`src/rtl/cpu_ctrl_mw.sv`:
```
`default_nettype none
// =============================================================================
// Module   : cpu_ctrl_mw
// Purpose  : Multi-cycle Moore controller for the simple RISC CPU with memory
//            wait states, wait timeout, conditional branches and a sticky error.
//            Optional macro CPU_CTRL_RETIRE_CNT_EN adds the retired[15:0] count.
// Revision : 1.0  initial release
// =============================================================================
module cpu_ctrl_mw #(
    parameter int ADDR_W  = 9,
    parameter int TIMEOUT = 15,
    parameter int CNT_W   = 4
) (
    input  logic        clk,
    input  logic        reset_n,
    input  logic [2:0]  opcode,
    input  logic [1:0]  op,
    input  logic [2:0]  cond,
    input  logic        N,
    input  logic        V,
    input  logic        Z,
    input  logic        mem_ready,
    output logic [1:0]  nsel,
    output logic        loada,
    output logic        loadb,
    output logic        loadc,
    output logic        loads,
    output logic        asel,
    output logic        bsel,
    output logic        write,
    output logic [1:0]  vsel,
    output logic        load_pc,
    output logic        reset_pc,
    output logic        pc_sel,
    output logic        load_ir,
    output logic        load_addr,
    output logic        addr_sel,
    output logic [1:0]  mem_cmd,
    output logic        halted,
    output logic        error
`ifdef CPU_CTRL_RETIRE_CNT_EN
    ,
    output logic [15:0] retired
`endif
);

    localparam logic [1:0] NSEL_RM    = 2'b00;
    localparam logic [1:0] NSEL_RD    = 2'b01;
    localparam logic [1:0] NSEL_RN    = 2'b10;
    localparam logic [1:0] VSEL_C     = 2'b00;
    localparam logic [1:0] VSEL_IMM   = 2'b10;
    localparam logic [1:0] VSEL_MDATA = 2'b11;
    localparam logic [1:0] MEM_NONE   = 2'b00;
    localparam logic [1:0] MEM_READ   = 2'b01;
    localparam logic [1:0] MEM_WRITE  = 2'b10;
    localparam logic [CNT_W-1:0] TIMEOUT_CNT = CNT_W'(TIMEOUT);

    generate
        if (ADDR_W < 1 || CNT_W < 1 || (2 ** CNT_W) <= TIMEOUT) begin : g_bad_params
            $error("cpu_ctrl_mw: illegal ADDR_W/CNT_W/TIMEOUT combination");
        end
    endgenerate

    typedef enum logic [4:0] {
        S_RESET, S_IF1, S_IF2, S_UPD_PC, S_DECODE,
        S_GET_A, S_GET_B, S_ADD, S_CMP, S_AND, S_MVN,
        S_WRITE_REG, S_WRITE_IMM, S_PASS,
        S_ADDR, S_LD_ADDR, S_MEM_RD, S_WB_MEM,
        S_GET_RD, S_PASS_B, S_MEM_WR,
        S_BRANCH, S_HALT, S_ERROR
    } state_t;

    typedef struct packed {
        logic [1:0] nsel;
        logic       loada;
        logic       loadb;
        logic       loadc;
        logic       loads;
        logic       asel;
        logic       bsel;
        logic       write;
        logic [1:0] vsel;
        logic       load_pc;
        logic       reset_pc;
        logic       pc_sel;
        logic       load_ir;
        logic       load_addr;
        logic       addr_sel;
        logic [1:0] mem_cmd;
        logic       halted;
        logic       error;
    } ctrl_t;

    state_t           r_state;
    state_t           w_next;
    ctrl_t            r_out;
    logic [CNT_W-1:0] r_wait_cnt;
    logic [CNT_W-1:0] w_cnt_next;
    logic             w_wait_st;
    logic             w_expired;
    logic             w_take;

    // Output decode per state; registered against the next state so the
    // outputs always match the state register.
    function automatic ctrl_t outs_of(input state_t s, input logic take);
        ctrl_t o;
        o = '0;
        case (s)
            S_RESET:     begin o.load_pc = 1'b1; o.reset_pc = 1'b1; end
            S_IF1:       begin o.mem_cmd = MEM_READ; o.addr_sel = 1'b1; end
            S_IF2:       begin o.load_ir = 1'b1; o.mem_cmd = MEM_READ; end
            S_UPD_PC:    o.load_pc = 1'b1;
            S_GET_A:     begin o.nsel = NSEL_RN; o.loada = 1'b1; end
            S_GET_B:     begin o.nsel = NSEL_RM; o.loadb = 1'b1; end
            S_ADD, S_AND, S_MVN: o.loadc = 1'b1;
            S_CMP:       o.loads = 1'b1;
            S_WRITE_REG: begin o.write = 1'b1; o.nsel = NSEL_RD; o.vsel = VSEL_C; end
            S_WRITE_IMM: begin o.write = 1'b1; o.nsel = NSEL_RN; o.vsel = VSEL_IMM; end
            S_PASS, S_PASS_B: begin o.asel = 1'b1; o.loadc = 1'b1; end
            S_ADDR:      begin o.bsel = 1'b1; o.loadc = 1'b1; end
            S_LD_ADDR:   o.load_addr = 1'b1;
            S_MEM_RD:    o.mem_cmd = MEM_READ;
            S_WB_MEM:    begin
                o.write   = 1'b1;
                o.nsel    = NSEL_RD;
                o.vsel    = VSEL_MDATA;
                o.mem_cmd = MEM_READ;
            end
            S_GET_RD:    begin o.nsel = NSEL_RD; o.loadb = 1'b1; end
            S_MEM_WR:    o.mem_cmd = MEM_WRITE;
            S_BRANCH:    begin o.load_pc = take; o.pc_sel = take; end
            S_HALT:      o.halted = 1'b1;
            S_ERROR:     o.error = 1'b1;
            default:     o = '0;
        endcase
        return o;
    endfunction

    always_comb begin
        case (cond)
            3'b000:  w_take = 1'b1;
            3'b001:  w_take = Z;
            3'b010:  w_take = ~Z;
            3'b011:  w_take = N ^ V;
            3'b100:  w_take = (N ^ V) | Z;
            default: w_take = 1'b0;
        endcase
    end

    assign w_wait_st = (r_state == S_IF1) || (r_state == S_MEM_RD) || (r_state == S_MEM_WR);
    assign w_expired = (TIMEOUT != 0) && (r_wait_cnt == TIMEOUT_CNT);

    always_comb begin
        w_next = r_state;
        case (r_state)
            S_RESET:     w_next = S_IF1;
            S_IF1:       w_next = mem_ready ? S_IF2 : (w_expired ? S_ERROR : S_IF1);
            S_IF2:       w_next = S_UPD_PC;
            S_UPD_PC:    w_next = S_DECODE;
            S_DECODE: begin
                case (opcode)
                    3'b101:  w_next = (op == 2'b11) ? S_GET_B : S_GET_A;
                    3'b110: begin
                        if (op == 2'b10)      w_next = S_WRITE_IMM;
                        else if (op == 2'b00) w_next = S_GET_B;
                        else                  w_next = S_ERROR;
                    end
                    3'b011, 3'b100: w_next = (op == 2'b00) ? S_GET_A : S_ERROR;
                    3'b001:  w_next = (op == 2'b00) ? S_BRANCH : S_ERROR;
                    3'b111:  w_next = S_HALT;
                    default: w_next = S_ERROR;
                endcase
            end
            S_GET_A:     w_next = (opcode == 3'b101) ? S_GET_B : S_ADDR;
            S_GET_B: begin
                if (opcode == 3'b110) begin
                    w_next = S_PASS;
                end else begin
                    case (op)
                        2'b00:   w_next = S_ADD;
                        2'b01:   w_next = S_CMP;
                        2'b10:   w_next = S_AND;
                        default: w_next = S_MVN;
                    endcase
                end
            end
            S_ADD, S_AND, S_MVN, S_PASS: w_next = S_WRITE_REG;
            S_CMP, S_WRITE_REG, S_WRITE_IMM, S_WB_MEM, S_BRANCH: w_next = S_IF1;
            S_ADDR:      w_next = S_LD_ADDR;
            S_LD_ADDR:   w_next = (opcode == 3'b011) ? S_MEM_RD : S_GET_RD;
            S_MEM_RD:    w_next = mem_ready ? S_WB_MEM : (w_expired ? S_ERROR : S_MEM_RD);
            S_GET_RD:    w_next = S_PASS_B;
            S_PASS_B:    w_next = S_MEM_WR;
            S_MEM_WR:    w_next = mem_ready ? S_IF1 : (w_expired ? S_ERROR : S_MEM_WR);
            S_HALT:      w_next = S_HALT;
            S_ERROR:     w_next = S_ERROR;
            default:     w_next = S_ERROR;
        endcase
    end

    // Any state change clears the count, which covers entry into a wait state.
    always_comb begin
        if (w_next != r_state)
            w_cnt_next = '0;
        else if (w_wait_st && !mem_ready)
            w_cnt_next = r_wait_cnt + CNT_W'(1);
        else
            w_cnt_next = r_wait_cnt;
    end

    always_ff @(posedge clk or negedge reset_n) begin
        if (!reset_n) begin
            r_state    <= S_RESET;
            r_wait_cnt <= '0;
            r_out      <= outs_of(S_RESET, 1'b0);
        end else begin
            r_state    <= w_next;
            r_wait_cnt <= w_cnt_next;
            r_out      <= outs_of(w_next, w_take);
        end
    end

    assign {nsel, loada, loadb, loadc, loads, asel, bsel, write, vsel,
            load_pc, reset_pc, pc_sel, load_ir, load_addr, addr_sel,
            mem_cmd, halted, error} = r_out;

`ifdef CPU_CTRL_RETIRE_CNT_EN
    logic [15:0] r_retired;

    always_ff @(posedge clk or negedge reset_n) begin
        if (!reset_n)
            r_retired <= '0;
        else if (w_next == S_IF1 && r_state != S_IF1 && r_state != S_RESET)
            r_retired <= r_retired + 16'd1;
    end

    assign retired = r_retired;
`endif

endmodule
`default_nettype wire
```
`config.mk`:
```
export PLATFORM = sky130hd
export DESIGN_NAME = cpu_ctrl_mw
export DESIGN_NICKNAME = d
export VERILOG_FILES = /design/src/rtl/cpu_ctrl_mw.sv
export SDC_FILE = /design/constraint.sdc
export NUM_CORES = 1
export LEC_CHECK = 0
export ABC_AREA = 1
export CAP_MARGIN = 10
export CELL_PAD_IN_SITES_DETAIL_PLACEMENT = 0
export CELL_PAD_IN_SITES_GLOBAL_PLACEMENT = 1
export CORE_ASPECT_RATIO = 1.1
export CORE_UTILIZATION = 43
export CTS_BUF_LIST = sky130_fd_sc_hd__clkbuf_4
export CTS_CLUSTER_DIAMETER = 60
export DETAILED_ROUTE_END_ITERATION = 8
export PLACE_DENSITY = 0.95
export SLEW_MARGIN = 30
export SYNTH_ARGS = -nofsm -noshare
export SYNTH_HDL_FRONTEND = slang
export SYNTH_SLANG_ARGS = --single-unit
export TNS_END_PERCENT = 1
```
`constraint.sdc`:
```
create_clock -name clk -period 4.8 [get_ports clk]
set_input_delay 0.72 -clock clk [delete_from_list [all_inputs] [get_ports clk]]
set_output_delay 0.72 -clock clk [all_outputs]
set_load 0.02 [all_outputs]
```
Word level (Yosys, flattened, before mapping)
Index checks and enable logic that the tools add are counted.
{"block": "totals", "out_inout_bits": 21, "wordCells": 139, "inputBits": 14, "reg_bits": 30}
{"block": "op_classes", "add_sub_neg": 1, "eq_ne": 59, "bitwise": 3, "n_reduce_logical": 19, "n_mux": 37}
{"op": "5-bit by 4-bit equality test with 1-bit output (second input constant)", "count": 16}
{"op": "5-bit equality test (second input constant)", "count": 15}
{"op": "5-bit one-hot mux with 15 select lines", "count": 1}
{"op": "5-bit by 3-bit equality test with 1-bit output (second input constant)", "count": 7}
{"op": "5-bit two-way mux", "count": 6}
{"op": "5-bit one-hot mux with 5 select lines", "count": 1}
{"op": "5-bit by 2-bit equality test with 1-bit output (second input constant)", "count": 4}
{"op": "4-bit two-way mux", "count": 4}
{"op": "3-bit equality test (second input constant)", "count": 5}
{"op": "1-bit two-way mux", "count": 13}
{"op": "4-bit one-hot mux with 3 select lines", "count": 1}
{"op": "6-bit OR reduction", "count": 2}
{"op": "5-bit by 1-bit equality test with 1-bit output (second input constant)", "count": 2}
{"op": "5-bit zero test", "count": 2}
{"op": "2-bit OR reduction", "count": 5}
{"op": "3-bit by 2-bit equality test with 1-bit output (second input constant)", "count": 3}
{"op": "3-bit one-hot mux with 3 select lines", "count": 1}
{"op": "2-bit two-way mux", "count": 4}
{"op": "2-bit one-hot mux with 2 select lines", "count": 2}
{"op": "4-bit OR reduction", "count": 2}
{"op": "3-bit by 1-bit equality test with 1-bit output (second input constant)", "count": 2}
{"op": "3-bit two-way mux", "count": 2}
{"op": "5-bit != test", "count": 1}
{"op": "1-bit one-hot mux with 5 select lines", "count": 1}
{"op": "15 further kinds", "count": 17}

Depth between registers and ports, before layout
{"block": "depth", "ltp_word": 8, "ltp_mapped": 17, "depth_no_buf": 17}

Worst setup path before layout
OpenSTA, ideal clock, no wires.
{"block": "synth_path", "path_kind": "in2reg", "from": "input opcode[0]", "to": "register r_out (netlist bit nsel[0])", "path_stages": 15, "required_time_ns": 4.674, "path_buffers": 1, "setup_ns": 0.126, "t_arrival_ns": 2.017, "setup_slack_ns": 2.657, "path_cell_list": "buf_2 inv_1 nand3_1 nand2_1 inv_1 nand2_1 nand2_1 nor2_1 nand3_2 nor2_8 nand2_8 nand2_2 inv_2 nand2_1 nand3_1"}
{"block": "synth_between", "elab_chain_cells": 7, "word_cells_on_any_way": 20, "classes_between": "11 x eq/ne; 6 x mux; 3 x reduce/logical"}
{"element": "from (decl)", "line_no": "16", "source": "input logic [2:0] opcode,"}
{"element": "3-bit by 2-bit equality test with 1-bit output / 3-bit equality test (equally long branches)", "line_no": "161, 190"}
{"element": "2-bit OR reduction", "line_no": "161", "source": "case (opcode)"}
{"element": "5-bit one-hot mux with 5 select lines", "line_no": "161"}
{"element": "5-bit one-hot mux with 15 select lines (*)", "line_no": "155", "source": "case (r_state)"}
{"element": "net w_next[1]", "line_no": "95", "source": "state_t w_next;"}
{"element": "5-bit equality test, or another cell as far along", "line_no": "108", "source": "case (s)"}
{"element": "3-bit OR reduction (no line) / 2-bit OR reduction (equally long branches)"}
{"element": "2-bit one-hot mux with 2 select lines (*)", "line_no": "108"}
{"element": "to (signal assigned)", "line_no": "215", "source": "r_out <= outs_of(S_RESET, 1'b0);"}
{"element": "to (signal assigned)", "line_no": "219", "source": "r_out <= outs_of(w_next, w_take);"}
{"element": "to (decl)", "line_no": "96", "source": "ctrl_t r_out;"}
The timed path passes the listed nets; every way through them passes the cells marked *.
A chain may end at the register's enable or synchronous reset.

Worst setup path in the final report
{"block": "layout_path", "from": "input op[0]", "to": "register r_wait_cnt[1]"}
{"block": "layout_between", "elab_chain_cells": 7, "word_cells_on_any_way": 16, "classes_between": "4 x eq/ne; 10 x mux; 2 x reduce/logical"}
{"element": "from (decl)", "line_no": "17", "source": "input logic [1:0] op,"}
{"element": "2-bit zero test", "line_no": "165, 168"}
{"element": "5-bit two-way mux", "line_no": "165", "source": "else if (op == 2'b00) w_next = S_GET_B;"}
{"element": "5-bit two-way mux", "line_no": "164", "source": "if (op == 2'b10) w_next = S_WRITE_IMM;"}
{"element": "5-bit one-hot mux with 5 select lines (*)", "line_no": "161"}
{"element": "5-bit one-hot mux with 15 select lines (*)", "line_no": "155"}
{"element": "net w_next[4]", "line_no": "95"}
{"element": "5-bit != test (*)", "line_no": "203", "source": "if (w_next != r_state)"}
{"element": "4-bit two-way mux / 2-bit nonzero test (equally long branches)"}
{"element": "to (signal assigned)", "line_no": "218", "source": "r_wait_cnt <= w_cnt_next;"}
{"element": "to (decl)", "line_no": "97", "source": "logic [CNT_W-1:0] r_wait_cnt;"}
Marked as above.

==> impl_metrics.env <==
export IMPL_status="complete, no violations"
export IMPL_cts_hold_buf=0
export IMPL_rows=26
export IMPL_drt_iter0_drc=80
export IMPL_synthFlopType="dfrtp_1"
export IMPL_hold_path_depth=2
export IMPL_worstPathMaxFanout=8
export IMPL_antenna_left=0
export IMPL_area_growth_pct=20.3
export IMPL_hold_viol=0
export IMPL_synthTopCellsByArea="dfrtp_1, nand2_1, nor2_1, nand3_1, inv_1"
export IMPL_drt_wl_total_mm=4.65
export IMPL_overflow=0
export IMPL_finalCritPeriodShare_pct=53.4
export IMPL_portBuffers=34
export IMPL_vdd_drop_max_v=0.000167
export IMPL_synth_top_cell_area_share_pct=32.8
export IMPL_leakage_nw=1.32
export IMPL_setup_violations=0
export IMPL_cts_root_buf="clkbuf_4"
export IMPL_start_util_pct=45.3
export IMPL_crit_type="in2reg"
export IMPL_rsz0062_at_grt="false"
export IMPL_post_drt_wl_per_cell_um=12.1
export IMPL_slew_violations=0
export IMPL_synth_edff_count=0
export IMPL_cts_clk_slew_worst_paths_ns=0.09
export IMPL_fin_crit_ns=2.56
export IMPL_vias_per_cell=4.99
export IMPL_cap_viol_max_count=0
export IMPL_drc_errors=0
export IMPL_cts_setup_buffers=0
export IMPL_reg2reg_to="r_wait_cnt[1]$_DFFE_PN0P_"
export IMPL_cts_tree="yes"
export IMPL_drive_gt1_share_pct=16.1
export IMPL_diodes=0
export IMPL_startpoint_type="primary input"
export IMPL_drt_first_pass_iters=4
export IMPL_die_x_um=69.2
export IMPL_yosys_register_bits=30
export IMPL_min_to="r_wait_cnt[1]$_DFFE_PN0P_"
export IMPL_async_flop_share_pct=100
export IMPL_synth_cells=292
export IMPL_dieHeight_um=75.9
export IMPL_clkSinkCount=30
export IMPL_avgSynthCellArea_um2=7.31
export IMPL_arrival_ns=2.82
export IMPL_yosysTopAreaCell="dfrtp_1"
export IMPL_finClkSkew_ns=0.00789
export IMPL_gp_congestion=0.927
export IMPL_cts_resized=0
export IMPL_die_area_um2=5250
export IMPL_power_density_nw_per_um2=169
export IMPL_ys_types=35
export IMPL_grt_total_usage_pct=19.3
export IMPL_vias=1921
export IMPL_syn_cell_area_um2=2140
export IMPL_clkLatencyLatePin_ns=0.32
export IMPL_grt_pass1_vias=1743
export IMPL_numCtsBuffers=5
export IMPL_antenna_found_initial=0
export IMPL_core_region_area_um2=4720
export IMPL_num_io_pins=35
export IMPL_power_total_w=0.000435
export IMPL_setup_tns_ns=0
export IMPL_ff2ff_path_depth=12
export IMPL_cts_buffer_depth=2
export IMPL_grt_pass1_wl_mm=8.27
export IMPL_grt_max_degree=31
export IMPL_crit_required_ns=5.06
export IMPL_fmax_ghz=0.390
export IMPL_regToRegStartpoint="r_state[4]$_DFF_PN0_"
export IMPL_yosysWarnings=0
export IMPL_synth_nets=311
export IMPL_synth_yosys_seq_area_share_pct=35.3
export IMPL_h_tree_depth=2
export IMPL_hpwlAfterDp_mm=3.78
export IMPL_hold_class="reg2reg"
export IMPL_r2r_setup_slack_ns=2.52
export IMPL_fin_nets=347
export IMPL_hp_start="r_wait_cnt[1]$_DFFE_PN0P_"
export IMPL_crit_path_end_kind="flop"
cells in the mapped netlist, types with 2 or more instances:
library cell / instances
nand2_2: 8
nand2_1: 80
o211ai_1: 2
nor2_8: 3
buf_2: 2
nand4_1: 11
a21oi_1: 3
inv_1: 27
buf_4: 3
xnor2_1: 3
nand3_2: 5
nor2_4: 5
dfrtp_1: 28
inv_2: 7
nand3_1: 25
o21ai_0: 6
nand2_4: 2
dfstp_2: 2
ha_1: 5
nor2_1: 43
o21ai_1: 2
nor2_2: 7
critical path, cell delays in order:
cell and delay, ns:
clkdlybuf4s50_1 0.47, inv_1 0.07, ha_1 0.24, nor2_1 0.13, inv_1 0.05, nor2_1 0.15, nor2_1 0.06, nand3_1 0.07
nand2_1 0.06, nand2_2 0.11, inv_2 0.04, nand2_2 0.14, nand2_1 0.07, nand2_1 0.07, nand2_1 0.04, nor2_1 0.11
nand2_1 0.12, nor2_1 0.10
registers in the layout, indices dropped and copies added (netlist names):
signal      cells
loada           1
load_addr       1
load_ir         1
loadc           1
write           1
addr_sel        1
pc_sel          1
r_state         5
error           1
load_pc         1
vsel            2
loads           1
halted          1
reset_pc        1
r_wait_cnt      4
asel            1
bsel            1
nsel            2
loadb           1
mem_cmd         2
metal layers:
layer	global-route usage (%)	share of wire, %
met1	26.7	47
met2	31.1	47
met3	3.72	4.2
met4	4.90	1.9
met5	0	0
cell usage in the layout, fill, tap and decap left out, types with 2 or more instances in the layout:
cell,count
nor2_4,5
nand2_2,8
dfstp_2,2
clkbuf_4,5
xnor2_1,3
inv_1,27
o21ai_1,2
nand2_1,80
nand2_4,2
nor2_2,7
nor2_8,3
o21ai_0,6
dfrtp_1,28
ha_1,5
nand4_1,11
a21oi_1,3
clkdlybuf4s50_1,34
clkinv_2,2
inv_2,7
nor2_1,43
nand3_2,5
nand3_1,25
o211ai_1,2
final cells by class:
| class | instances | area, um^2 |
|---|---|---|
| timing repair buffer | 35 | 348 |
| sequential | 30 | 753 |
| inverter | 36 | 139 |
| clock inverter | 3 | 16.3 |
| clock buffer | 5 | 37.5 |
| multi-input combinational | 220 | 1210 |
| tap | 56 | 70.1 |
| fill | 441 | 2150 |
through the flow:
stage	util [%]	worst slack, ns	area, um^2	cells	hold WS [ns]
2_1_floorplan	-	2.66	2140	292	0.424
3_3_place_gp	53.3	1.89	2520	377	0.546
3_5_place_dp	53.3	1.88	2520	377	0.564
4_1_cts	54.5	2.22	2570	385	0.586
5_1_grt	54.5	1.88	2570	385	0.641
6_report	54.5	2.24	2570	385	0.577
power breakdown:
part	switching [W]	leakage, nW	total (W)	internal, W
Sequential	0.0000000847	0.386	0.000253	0.000253
Clock	0.0000875	0.0286	0.000142	0.0000544
Combinational	0.0000213	0.903	0.0000392	0.0000179
how the worst max path moves through the flow:
stage	endpoint	cells after the start	slack, ns	startpoint
floorplan	nsel[0]$_DFF_PN0_	15	2.66	opcode[0]
global placement	r_wait_cnt[0]$_DFFE_PN0P_	18	1.89	op[0]
detailed placement	r_wait_cnt[1]$_DFFE_PN0P_	18	1.88	op[1]
CTS	r_wait_cnt[1]$_DFFE_PN0P_	18	2.22	op[1]
global route	r_wait_cnt[0]$_DFFE_PN0P_	18	1.88	op[0]
finish	r_wait_cnt[1]$_DFFE_PN0P_	18	2.24	op[0]
kinds of logic after synthesis:
group | count (synthesis) | synth area share [%]
xor gates and xnor gates | 4 | 1.64
buffers and inverters | 42 | 8.26
AOI/OAI and AO/OA | 16 | 4.75
adders and majority gates | 5 | 2.93
muxes | 1 | 0.469
other | 1 | 0.176
DFF | 30 | 35.3
and+or+nand+nor | 193 | 46.5
(Power assumes the default switching activity.)
